## src/rtl/mdu_pkg.sv

```systemverilog
// mdu_pkg: shared encodings and constants for the iterative multiply/divide unit.
package mdu_pkg;
    typedef enum logic [2:0] {
        OP_MULT  = 3'b000,
        OP_MULTU = 3'b001,
        OP_DIV   = 3'b010,
        OP_DIVU  = 3'b011,
        OP_MTHI  = 3'b100,
        OP_MTLO  = 3'b101
    } op_t;

    typedef enum logic [1:0] {
        S_IDLE = 2'd0,
        S_RUN  = 2'd1,
        S_FIX  = 2'd2
    } state_t;

    localparam int MDU_WIDTH = 32;
    localparam int MDU_LAT   = MDU_WIDTH + 2;

    function automatic logic is_iter(input logic [2:0] op);
        return !op[2];
    endfunction
endpackage

```

## src/rtl/mult_div_core.sv

```systemverilog
// mult_div_core: one shift-add multiply or restoring shift-subtract divide step.
module mult_div_core #(
    parameter int WIDTH = 32
) (
    input  logic             div,
    input  logic [WIDTH-1:0] acc,
    input  logic [WIDTH-1:0] q,
    input  logic [WIDTH-1:0] m,
    output logic [WIDTH-1:0] acc_next,
    output logic [WIDTH-1:0] q_next
);
    logic [WIDTH:0]   sum;
    logic [WIDTH:0]   shifted;
    logic [WIDTH-1:0] diff;
    logic             ge;

    always_comb begin
        sum      = {1'b0, acc} + {1'b0, m & {WIDTH{q[0]}}};
        shifted  = {acc, q[WIDTH-1]};
        ge       = shifted >= {1'b0, m};
        diff     = shifted[WIDTH-1:0] - m;
        acc_next = div ? (ge ? diff : shifted[WIDTH-1:0]) : sum[WIDTH:1];
        q_next   = div ? {q[WIDTH-2:0], ge} : {sum[0], q[WIDTH-1:1]};
    end
endmodule

```

## src/rtl/mult_div_unit.sv

```systemverilog
// mult_div_unit: HI/LO registers with a fixed-latency iterative MULT/MULTU/DIV/DIVU engine.
module mult_div_unit
    import mdu_pkg::*;
#(
    parameter int WIDTH = MDU_WIDTH
) (
    input  logic             clk,
    input  logic             rst,
    input  logic [WIDTH-1:0] a,
    input  logic [WIDTH-1:0] b,
    input  logic             start,
    input  logic [2:0]       op,
    output logic             busy,
    output logic             done,
    output logic [WIDTH-1:0] hi,
    output logic [WIDTH-1:0] lo
);
    localparam int CW = $clog2(WIDTH);

    state_t             state, state_n;
    logic [WIDTH-1:0]   acc, qr, m, acc_n, qr_n;
    logic [CW-1:0]      count;
    logic               is_div, neg_q, neg_r, dz;
    logic               idle_start, sgn, a_neg, b_neg;
    logic [WIDTH-1:0]   a_abs, b_abs, hi_fix, lo_fix;
    logic [2*WIDTH-1:0] prod;

    mult_div_core #(.WIDTH(WIDTH)) u_core (
        .div      (is_div),
        .acc      (acc),
        .q        (qr),
        .m        (m),
        .acc_next (acc_n),
        .q_next   (qr_n)
    );

    always_comb begin
        idle_start = state == S_IDLE && start;
        sgn        = op == OP_MULT || op == OP_DIV;
        a_neg      = sgn & a[WIDTH-1];
        b_neg      = sgn & b[WIDTH-1];
        a_abs      = a_neg ? -a : a;
        b_abs      = b_neg ? -b : b;
    end

    // Sign correction: neg_q is the product sign for multiplies, quotient sign for divides.
    always_comb begin
        prod   = neg_q ? -{acc, qr} : {acc, qr};
        lo_fix = is_div ? (dz ? '1 : neg_q ? -qr : qr) : prod[WIDTH-1:0];
        hi_fix = is_div ? (neg_r ? -acc : acc) : prod[2*WIDTH-1:WIDTH];
    end

    always_ff @(posedge clk or posedge rst) begin
        if (rst) state <= S_IDLE;
        else     state <= state_n;
    end

    always_comb begin
        state_n = state == S_IDLE ? (start && is_iter(op) ? S_RUN : S_IDLE) :
                  state == S_RUN  ? (count == CW'(WIDTH - 1) ? S_FIX : S_RUN) : S_IDLE;
    end

    always_comb begin
        busy = state != S_IDLE;
    end

    always_ff @(posedge clk or posedge rst) begin
        if (rst) begin
            done   <= 1'b0;
            hi     <= '0;
            lo     <= '0;
            acc    <= '0;
            qr     <= '0;
            m      <= '0;
            count  <= '0;
            is_div <= 1'b0;
            neg_q  <= 1'b0;
            neg_r  <= 1'b0;
            dz     <= 1'b0;
        end else begin
            done <= state == S_FIX;
            if (idle_start && is_iter(op)) begin
                is_div <= op[1];
                m      <= b_abs;
                acc    <= '0;
                qr     <= a_abs;
                count  <= '0;
                neg_q  <= a_neg ^ b_neg;
                neg_r  <= a_neg;
                dz     <= b == '0;
            end else if (state == S_RUN) begin
                acc   <= acc_n;
                qr    <= qr_n;
                count <= count + 1'b1;
            end else if (state == S_FIX) begin
                hi <= hi_fix;
                lo <= lo_fix;
            end
            if (idle_start && op == OP_MTHI) hi <= a;
            if (idle_start && op == OP_MTLO) lo <= a;
        end
    end
endmodule

```

## config.mk

```make
export PLATFORM = sky130hd
export DESIGN_NAME = mult_div_unit
export DESIGN_NICKNAME = d
export VERILOG_FILES = /design/src/rtl/mdu_pkg.sv /design/src/rtl/mult_div_core.sv /design/src/rtl/mult_div_unit.sv
export SDC_FILE = /design/constraint.sdc
export NUM_CORES = 1
export LEC_CHECK = 0
export ABC_AREA = 1
export BUFFER_PORTS_ARGS = -buffer_cell sky130_fd_sc_hd__buf_2
export CORE_MARGIN = 2
export CORE_UTILIZATION = 25
export DETAILED_ROUTE_END_ITERATION = 10
export PLACE_DENSITY = 0.37
export SKIP_LAST_GASP = 1
export SLEW_MARGIN = 20
export SYNTH_ARGS = -nofsm -noshare
export SYNTH_HDL_FRONTEND = slang
export SYNTH_SLANG_ARGS = --single-unit
```

## constraint.sdc

```tcl
create_clock -name clk -period 6.4 [get_ports clk]
set_input_delay 0.64 -clock clk [delete_from_list [all_inputs] [get_ports clk]]
set_output_delay 0.64 -clock clk [all_outputs]
set_load 0.01 [all_outputs]
```

==> results of run 1 <==
[registers in the layout, indices dropped and copies added, names as in the netlist, 2 cells and up]
signal and count:
acc 32, count 5, hi 32, lo 32, m 32, qr 32
state 2
[metrics by stage]
step                 util  hold WS (ns)  cells  setup WS (ns)
finish              0.284         0.190   3926           2.94
global route        0.284         0.234   3926           2.73
CTS                 0.284         0.205   3926           2.84
detailed placement  0.276         0.461   3894           2.73
floorplan               -         0.434   2949           1.10
global placement    0.276         0.454   3894           2.83
[final timing paths]
check,from,end,cells after the start
setup / recovery,state[1]$_DFF_PP0_,lo[28]$_DFFE_PP0P_,9
hold / removal,rst,lo[17]$_DFFE_PP0P_,2
setup reg to reg,state[1]$_DFF_PP0_,lo[28]$_DFFE_PP0P_,9
hold reg to reg,hi[30]$_DFFE_PP0P_,hi[30]$_DFFE_PP0P_,2
max in group asynchronous,rst,hi[22]$_DFFE_PP0P_,3
min in group clk,b[28],m[28]$_DFFE_PP0P_,3
[synthesized netlist by cell type (2+ instances only)]
| library cell | n |
|---|---|
| a21o_1 | 2 |
| a21oi_1 | 164 |
| a21oi_2 | 3 |
| a22o_1 | 3 |
| a22oi_1 | 19 |
| a31oi_1 | 12 |
| and2_1 | 6 |
| buf_1 | 9 |
| buf_2 | 10 |
| buf_4 | 3 |
| buf_6 | 2 |
| clkbuf_1 | 68 |
| clkinv_1 | 4 |
| dfrtp_1 | 172 |
| fa_1 | 2 |
| ha_1 | 70 |
| inv_1 | 374 |
| inv_2 | 8 |
| nand2_1 | 999 |
| nand2_4 | 2 |
| nand3_1 | 232 |
| nand3_2 | 4 |
| nand3b_1 | 25 |
| nand4_1 | 43 |
| nor2_1 | 308 |
| nor2_2 | 8 |
| nor2_4 | 2 |
| nor3_1 | 17 |
| nor3_2 | 2 |
| nor4_1 | 8 |
| o211ai_1 | 13 |
| o21a_1 | 2 |
| o21ai_0 | 223 |
| o21ai_1 | 18 |
| o21bai_1 | 11 |
| o221ai_1 | 13 |
| o31ai_1 | 3 |
| or2_2 | 6 |
| xnor2_1 | 19 |
| xor2_1 | 51 |
[routing by layer]
metal / vias to the layer above / GRT usage
met5: - / 0
met4: 0 / 0.0790
met3: 84 / 0.0258
met2: 545 / 0.434
met1: 9348 / 0.323
li1: 9671 / -
[layout make-up]
| type | instances | area (um^2) | share of cell area |
|---|---|---|---|
| Sequential cell | 172 | 4310 | 0.221 |
| Clock inverter | 14 | 155 | 0.00797 |
| Tap cell | 882 | 1100 | 0.0567 |
| Inverter | 386 | 1460 | 0.0748 |
| Clock buffer | 18 | 439 | 0.0226 |
| Timing Repair Buffer | 155 | 826 | 0.0424 |
| Multi-Input combinational cell | 2299 | 11200 | 0.574 |
[where the power goes]
part | internal [mW] | total, mW | switching, mW
clock | 0.564 | 1.15 | 0.590
combinational | 2.15 | 6.88 | 4.73
sequential | 1.51 | 2.25 | 0.745
[cells by family after synthesis]
logic type               share of synthesized area
buffers and inverters                        0.106
AO/OA/AOI/OAI                                0.156
XOR/XNOR                                    0.0355
AND/OR/NAND/NOR                              0.401
flip-flops                                   0.249
adder cells (fa/ha/maj)                     0.0530
==> impl_metrics.py, run 1 <==
metrics = {
    "placement": {
        "io_buffers": 135,
        "hpwlAfterDp_um": 71100,
        "place_congestion": 0.934,
        "place_area_um2": 18900,
    },
    "sta": {
        "tightest_slew_ns": 0.897,
        "min_period_over_period": 0.540,
        "max_freq_ghz": 0.289,
        "final-setup-viol-count": 0,
        "rsz0062_at_grt": "no",
        "finalSetupTns_ns": 0,
        "maxSlewViolCount": 0,
        "slew-limit-headroom": 0.402,
        "finalHoldViolCount": 0,
        "finClkSkew_ns": 0.0203,
        "period_minus_slack_ns": 3.46,
    },
    "final_layout": {
        "drive_above_1_share": 0.0775,
        "fin_area_um2": 19500,
        "fillers": 7887,
        "layout_commonest_cell": "nand2_1",
        "syn2layout_area_growth_pct": 12.6,
        "layout_common_cells": "nand2_1 (999), inv_1 (371), nor2_1 (303)",
        "diodes": 0,
        "final_nets": 3173,
    },
    "synth": {
        "postSynth.asyncResetShare": 1.00,
        "synthFlopType": "dfrtp_1",
        "yosys.area.top_type_share": 0.249,
        "yosysWarnings": 0,
        "yosys.area.top_type": "dfrtp_1",
        "syn-num-nets": 3091,
        "synth-edff-count": 0,
        "synth_seq_cells": 172,
        "synth_seq_area_share": 0.249,
        "synth_cell_types": 49,
        "postSynthCellCount": 2949,
        "synthTopCellsByArea": "dfrtp_1 (25%), nand2_1 (22%), inv_1 (8.1%), nand3_1 (6.7%), nor2_1 (6.7%)",
        "synth.cell_area_um2": 17300,
        "syn_area_per_cell_um2": 5.86,
    },
    "clock_tree": {
        "cts_buffers": 17,
        "hold_buffers": 0,
        "cts_tree": "built",
        "post_cts_buffers": 0,
        "cts_sinks": 172,
        "cts_buffer_depth": 2,
        "cts_resized": 0,
        "cts_root_buf": "clkbuf_16",
        "ctsHtreeMaxLevel": 4,
        "cts.clk_slew.worst_paths_ns": 0.09,
        "clkLatencyLatePin_ns": 0.52,
    },
    "power": {
        "vdd_drop_max_v": 0.000187,
        "power_density_nw_per_um2": 528,
        "power.leakage_nw": 9.98,
        "power.total_mw": 10.3,
    },
    "route": {
        "routed_wl_um": 88200,
        "vias": 19600,
        "routed-wl-met2_um": 42500,
        "drc": 0,
        "final_antenna_net_count": 0,
        "dr_wl_met3_um": 3780,
        "top_layer": "met4",
        "vias_per_cell": 5.00,
        "first_pass_iters": 6,
        "drt_iter0_drc": 1498,
        "drt-met1-wl_um": 39500,
        "wl_per_cell_um": 22.5,
    },
    "setup_path": {
        "cp_top_family": "simple AND/OR/NAND/NOR gates",
        "path_cells": "inv_1, nand3_2, nor2_2, inv_2, nand2_1, inv_2, a31oi_1, o21ai_0, nand2_1",
        "crit_path_max_incr_delay_ns": 0.74,
        "slowest_stage": "nand2_1",
        "critPathKind": "register to register",
        "critPathArrivalTime_ns": 3.90,
        "path_buf_inv": 3,
        "end_kind": "register",
        "ff2ff_setup_slack_ns": 2.94,
        "crit_required_ns": 6.85,
        "critPathMaxFanout": 27,
        "cp-start-kind": "register",
    },
    "global_route": {
        "grt_pass1_wl_um": 130000,
        "grt_overflow": 0,
        "grt_max_degree": 80,
        "antenna_found_initial": 0,
        "grt_pass1_vias": 19400,
        "grt.total_usage": 0.250,
    },
    "die": {
        "die_height_um": 267,
        "start_util": 0.252,
        "dieArea_um2": 71200,
        "row_count": 96,
        "die_x_um": 267,
        "core_um2": 68500,
        "io_pins": 136,
    },
    "flow_run": {
        "maxCapViolCount": 0,
    },
    "run_status": {
        "status": "finished, final reports clean",
    },
    "hold_path": {
        "hp-class": "input port to async pin",
    },
}
Note: power is estimated with default switching activity, not from simulation.
==> inputs of run 2 (changes only) <==
Settings changed: ABC_AREA 1 to 0, PLACE_DENSITY 0.37 to 0.39.
Clock period 6.4 ns to 3 ns, I/O delays scaled along.
==> run 2 against run 1 <==
The run now ends with setup timing left. Largest cell class unchanged. Synthesized cell count down 38%. Non-clock buffer count increased by 312. Die area decreased by 17%. Global-route usage shrank 5.4 points. Critical endpoint is now acc[29]$_DFFE_PP0P_.
==> impl_metrics.py, run 2 <==
metrics = {
    "synth": {
        "synth-edff-count": 0,
        "synth_compound_area_frac": 0.258,
        "synth_cell_types": 75,
        "synth_top_family_by_area": "compound AO/OA/AOI/OAI gates",
        "yosys.area.top_type_share": 0.302,
        "synth_fa_ha_area_frac": 0.0644,
        "synthFlopType": "dfrtp_1",
        "yosysWarnings": 0,
        "syn_area_per_cell_um2": 7.82,
        "yosys-top-cells-count": "nand2_1 (240), o21ai_0 (212), dfrtp_1 (172)",
        "synthTopCellsByArea": "dfrtp_1 (30%), o21ai_0 (7.5%), nand2_1 (6.3%), ha_1 (6.2%), xnor2_1 (6.2%)",
        "postSynthCellCount": 1821,
        "synth.cell_area_um2": 14200,
        "synth_seq_area_share": 0.302,
        "yosys.area_share.simple": 0.188,
        "synth_seq_cells": 172,
        "yosysMostFrequentCell": "nand2_1",
        "synth-xor-area-share": 0.105,
        "syn-num-nets": 1963,
        "postSynth.asyncResetShare": 1.00,
        "synthMuxAreaShare": 0.0336,
        "yosys.area.top_type": "dfrtp_1",
    },
    "sta": {
        "min_period_over_period": 1.01,
        "rsz0062_at_grt": "yes",
        "maxSlewViolCount": 0,
        "finalHoldViolCount": 0,
        "whs_ns": 0.0758,
        "final-setup-viol-count": 3,
        "slew-limit-headroom": 0.218,
        "max_freq_ghz": 0.330,
        "finClkSkew_ns": 0.0152,
        "tightest_slew_ns": 1.17,
        "timing.final.ws_setup_ns": -0.0315,
        "period_minus_slack_ns": 3.03,
    },
    "final_layout": {
        "diodes": 0,
        "fin_area_um2": 19900,
        "fin_util": 0.353,
        "layout_common_cells": "buf_4 (303), nand2_1 (234), o21ai_0 (188)",
        "final_cells": 2965,
        "drive_above_1_share": 0.317,
        "final_nets": 2338,
        "layout_commonest_cell": "buf_4",
        "syn2layout_area_growth_pct": 39.9,
    },
    "global_route": {
        "antenna_found_initial": 1,
        "grt_pass1_vias": 14500,
        "grt_max_degree": 93,
        "grt.total_usage": 0.195,
        "grt_overflow": 0,
        "grt_pass1_wl_um": 88400,
    },
    "run_status": {
        "status": "finished, violations left",
        "violations": "setup timing",
    },
    "die": {
        "io_pins": 136,
        "die_height_um": 243,
        "die_x_um": 243,
        "start_util": 0.252,
        "core_um2": 56400,
        "row_count": 87,
        "dieArea_um2": 58800,
    },
    "placement": {
        "place_congestion": 0.871,
        "hpwlAfterDp_um": 45200,
        "io_buffers": 135,
        "dp_slack_ns": -0.372,
        "place_inst": 2893,
        "place_area_um2": 17900,
    },
    "setup_path": {
        "ff2ff_setup_slack_ns": -0.03,
        "end_kind": "register",
        "critPathKind": "register to register",
        "crit_path_max_incr_delay_ns": 0.44,
        "slowest_stage": "dfrtp_2",
        "path_cells": "clkinv_4, buf_12, clkbuf_16, nor2_4, ha_4, nand4_1, buf_4, o311ai_4, o221ai_2, buf_4, a21oi_4, o311ai_4, and3_1, o41a_1, o21ai_0",
        "path_buf_inv": 5,
        "crit_required_ns": 3.42,
        "critPathArrivalTime_ns": 3.45,
        "critPathMaxFanout": 8,
        "cp_top_family": "compound AO/OA/AOI/OAI gates",
        "cp-start-kind": "register",
    },
    "route": {
        "wl_per_cell_um": 19.9,
        "vias_per_cell": 5.00,
        "drc": 0,
        "vias": 14800,
        "drt_iter0_drc": 790,
        "routed_wl_um": 58900,
        "first_pass_iters": 5,
        "final_antenna_net_count": 0,
    },
    "clock_tree": {
        "cts_buffer_depth": 2,
        "cts_sinks": 172,
        "cts_tree": "built",
        "cts.clk_slew.worst_paths_ns": 0.08,
        "clkLatencyLatePin_ns": 0.51,
        "cts_root_buf": "clkbuf_16",
        "ctsHtreeMaxLevel": 4,
        "cts_buffers": 17,
    },
    "hold_path": {
        "hp-class": "input port to register",
    },
    "power": {
        "vdd_drop_max_v": 0.000632,
        "power.leakage_nw": 8.46,
        "power_density_nw_per_um2": 1420,
    },
    "flow_run": {
        "maxCapViolCount": 0,
    },
}
==> run 2: cell count changes after synthesis, moves of 50 or more <==
| cell | before | now |
|---|---|---|
| xnor2_1 | 19 | 100 |
| nor2_1 | 308 | 144 |
| a21oi_1 | 164 | 114 |
| nand3_1 | 232 | 26 |
| nand2_1 | 999 | 240 |
| inv_1 | 374 | 69 |
==> run 2: kinds of logic after synthesis <==
group | count (synthesis)
AOI/OAI and AO/OA | 597
adders and majority gates | 72
buffers and inverters | 181
DFF | 172
muxes | 47
xor gates and xnor gates | 171
and+or+nand+nor | 581
==> run 2: worst min-delay path, cell delays in order <==
cell and delay [ns]:
buf_2 0.12, nand2_1 0.06, o21ai_0 0.07
==> run 2: final cells by class <==
type | count | area [um^2]
clock buffer | 19 | 443
clock inverter | 13 | 128
fill | 6045 | 36500
inverter | 70 | 272
multi-input combinational | 1468 | 10300
sequential | 172 | 4320
tap | 756 | 946
timing repair buffer | 467 | 3480
==> run 2: worst paths after layout <==
check,start,to,cells past startpoint
max in group asynchronous,rst,acc[17]$_DFFE_PP0P_,4
worst min-delay path,op[1],is_div$_DFFE_PP0P_,3
worst max register to register,qr[0]$_DFFE_PP0P_,acc[29]$_DFFE_PP0P_,15
worst min register to register,m[5]$_DFFE_PP0P_,m[5]$_DFFE_PP0P_,2
worst max-delay path,qr[0]$_DFFE_PP0P_,acc[29]$_DFFE_PP0P_,15
min in group asynchronous,rst,lo[7]$_DFFE_PP0P_,4
==> run 2: through the flow <==
stage                     TNS [ns]  total power, mW
after floorplan            -0.0402             15.1
after global routing         -1.52             30.5
final                      -0.0345             28.3
after global placement       -4.89             22.6
after detailed placement     -5.02             22.6
after CTS                   -0.280             25.8
==> run 2: per-layer routing <==
layer / vias to the layer above / global-route usage / routed length [um]
met3: 37 / 0.0358 / 2160
met2: 251 / 0.319 / 27600
met1: 7229 / 0.268 / 28300
met4: 0 / 0.0411 / 765
met5: - / 0 / 0
li1: 7316 / - / -
==> run 2: power by group <==
part | internal (mW) | switching, mW
sequential | 3.53 | 1.10
clock | 1.18 | 1.15
combinational | 10.3 | 11.0
==> run 2: repair_timing <==
item	4_1_cts	5_1_grt
hold endpoints to repair	101	0
gates resized for setup	70	167
hold buffers	1	0
pin swaps	26	79
setup endpoints to repair	36	56
cloned	0	5
setup buffers	11	23
==> inputs of run 3 (changes only) <==
Settings changed: MAX_ROUTING_LAYER from default to met4.
==> run 3 against run 2 <==
The run still ends with setup timing left. Power decreased by 0.26%. Cell count is essentially flat. Flip-flop and latch count unchanged. Sequential power hardly changed. Non-clock buffer count up 4. Setup slack lost 0.12 ns. Global-route usage up 0.99 points. Critical path depth unchanged. Hold slack better by 0.0052 ns. Routed wire length is 0.66% higher. Fmax fell by 3.9%. Highest routed layer unchanged. Clock skew about the same.
==> impl_metrics.py, run 3 (synthesis gave the netlist of run 2 again) <==
metrics = {
    "run_status": {
        "status": "finished, violations left",
        "violations": "setup timing",
    },
    "route": {
        "first_pass_iters": 5,
        "routed_wl_um": 59300,
        "wl_per_cell_um": 20.0,
        "drt_iter0_drc": 827,
        "vias_per_cell": 4.97,
        "final_antenna_net_count": 0,
        "drc": 0,
        "vias": 14800,
    },
    "global_route": {
        "grt_overflow": 0,
        "grt.total_usage": 0.205,
        "grt_pass1_wl_um": 90100,
        "grt_pass1_vias": 14700,
        "grt_max_degree": 85,
        "antenna_found_initial": 0,
    },
    "final_layout": {
        "drive_above_1_share": 0.307,
        "final_cells": 2967,
        "layout_commonest_cell": "buf_4",
        "syn2layout_area_growth_pct": 38.7,
        "diodes": 0,
        "fillers": 6056,
        "final_nets": 2342,
        "fin_util": 0.350,
        "layout_common_cells": "buf_4 (313), nand2_1 (235), o21ai_0 (186)",
    },
    "setup_path": {
        "end_kind": "register",
        "crit_required_ns": 3.37,
        "reg2reg_depth": 15,
        "critPathKind": "register to register",
        "r2r-start": "qr[31]$_DFFE_PP0P_",
        "cp-start-kind": "register",
        "critPathArrivalTime_ns": 3.53,
        "critPathMaxFanout": 3,
        "timing.rr.end": "acc[30]$_DFFE_PP0P_",
        "ff2ff_setup_slack_ns": -0.15,
    },
    "sta": {
        "whs_ns": 0.0810,
        "period_minus_slack_ns": 3.15,
        "rsz0062_at_grt": "yes",
        "maxSlewViolCount": 0,
        "finalHoldViolCount": 0,
        "tightest_slew_ns": 0.917,
        "timing.final.ws_setup_ns": -0.155,
        "final-setup-viol-count": 7,
        "finClkSkew_ns": 0.0152,
        "min_period_over_period": 1.05,
        "slew-limit-headroom": 0.388,
        "max_freq_ghz": 0.317,
        "finalSetupTns_ns": -0.491,
    },
    "hold_path": {
        "hold_end": "lo[6]$_DFFE_PP0P_",
        "hp-class": "input port to register",
        "hold_depth": 3,
        "hp-start": "a[6]",
    },
    "clock_tree": {
        "cts_buffer_depth": 2,
        "clkLatencyLatePin_ns": 0.50,
        "cts_sinks": 172,
        "cts_buffers": 17,
        "ctsHtreeMaxLevel": 4,
        "cts_tree": "built",
        "cts.clk_slew.worst_paths_ns": 0.07,
        "cts_root_buf": "clkbuf_16",
    },
    "die": {
        "core_um2": 56400,
        "row_count": 87,
        "start_util": 0.252,
        "die_x_um": 243,
        "dieArea_um2": 58800,
        "die_height_um": 243,
        "io_pins": 136,
    },
    "power": {
        "power_density_nw_per_um2": 1430,
        "vdd_drop_max_v": 0.000628,
        "power.leakage_nw": 8.45,
    },
    "placement": {
        "hpwlAfterDp_um": 45600,
        "place_congestion": 0.879,
        "place_inst": 2899,
        "dp_slack_ns": -0.349,
        "io_buffers": 135,
    },
    "flow_run": {
        "maxCapViolCount": 0,
    },
}
[run 3: final cells by class]
class | count | area, um^2 | share of cell area
well taps | 756 | 946 | 0.0479
clock buffers | 20 | 467 | 0.0236
clock inverters | 10 | 105 | 0.00532
multi-input cells | 1468 | 10200 | 0.516
flip-flops and latches | 172 | 4320 | 0.219
repair buffers | 471 | 3450 | 0.175
inverters | 70 | 272 | 0.0138
[run 3: worst max path at each step]
stage                       start                  end
2_1_floorplan  qr[31]$_DFFE_PP0P_  acc[30]$_DFFE_PP0P_
3_3_place_gp    qr[0]$_DFFE_PP0P_  acc[27]$_DFFE_PP0P_
3_5_place_dp   acc[0]$_DFFE_PP0P_  acc[29]$_DFFE_PP0P_
4_1_cts        acc[8]$_DFFE_PP0P_  acc[11]$_DFFE_PP0P_
5_1_grt        qr[31]$_DFFE_PP0P_  acc[30]$_DFFE_PP0P_
6_report       qr[31]$_DFFE_PP0P_  acc[30]$_DFFE_PP0P_
[run 3: layer usage]
layer	global-route usage	up-vias	share of wire
met3	0.0331	48	0.037
met2	0.325	295	0.47
met5	-	-	0
li1	-	7324	-
met4	0.0484	0	0.015
met1	0.274	7084	0.48
[run 3: worst max-delay path, cell delays in order (launching register included)]
cell	delay, ns
dfrtp_1	0.39
inv_2	0.09
ha_4	0.16
inv_2	0.04
fa_2	0.37
a21oi_2	0.18
o211ai_1	0.12
a41oi_1	0.20
buf_4	0.17
nand2_4	0.06
a2111oi_4	0.34
buf_4	0.18
o41ai_2	0.06
mux2i_1	0.27
a2111oi_4	0.12
a221o_1	0.28
[run 3: where the power goes]
part,leakage [nW],internal [mW],switching (mW)
Combinational,6.15,10.2,11.0
Sequential,2.02,3.52,1.10
Clock,0.284,1.21,1.10
[run 3: timing repair]
action | 4_1_cts | 5_1_grt
resized for setup | 102 | 105
setup endpoints to repair | 38 | 55
cloned | 3 | 2
pin swaps | 52 | 68
buffers inserted | 23 | 11
hold endpoints to repair | 9 | 0
hold buffers | 1 | 0
[run 3: metrics by stage]
stage	area, um^2	power, mW
2_1_floorplan	14300	15.1
3_3_place_gp	17900	22.8
3_5_place_dp	17900	22.8
4_1_cts	19200	26.9
5_1_grt	19700	30.4
6_report	19700	28.2
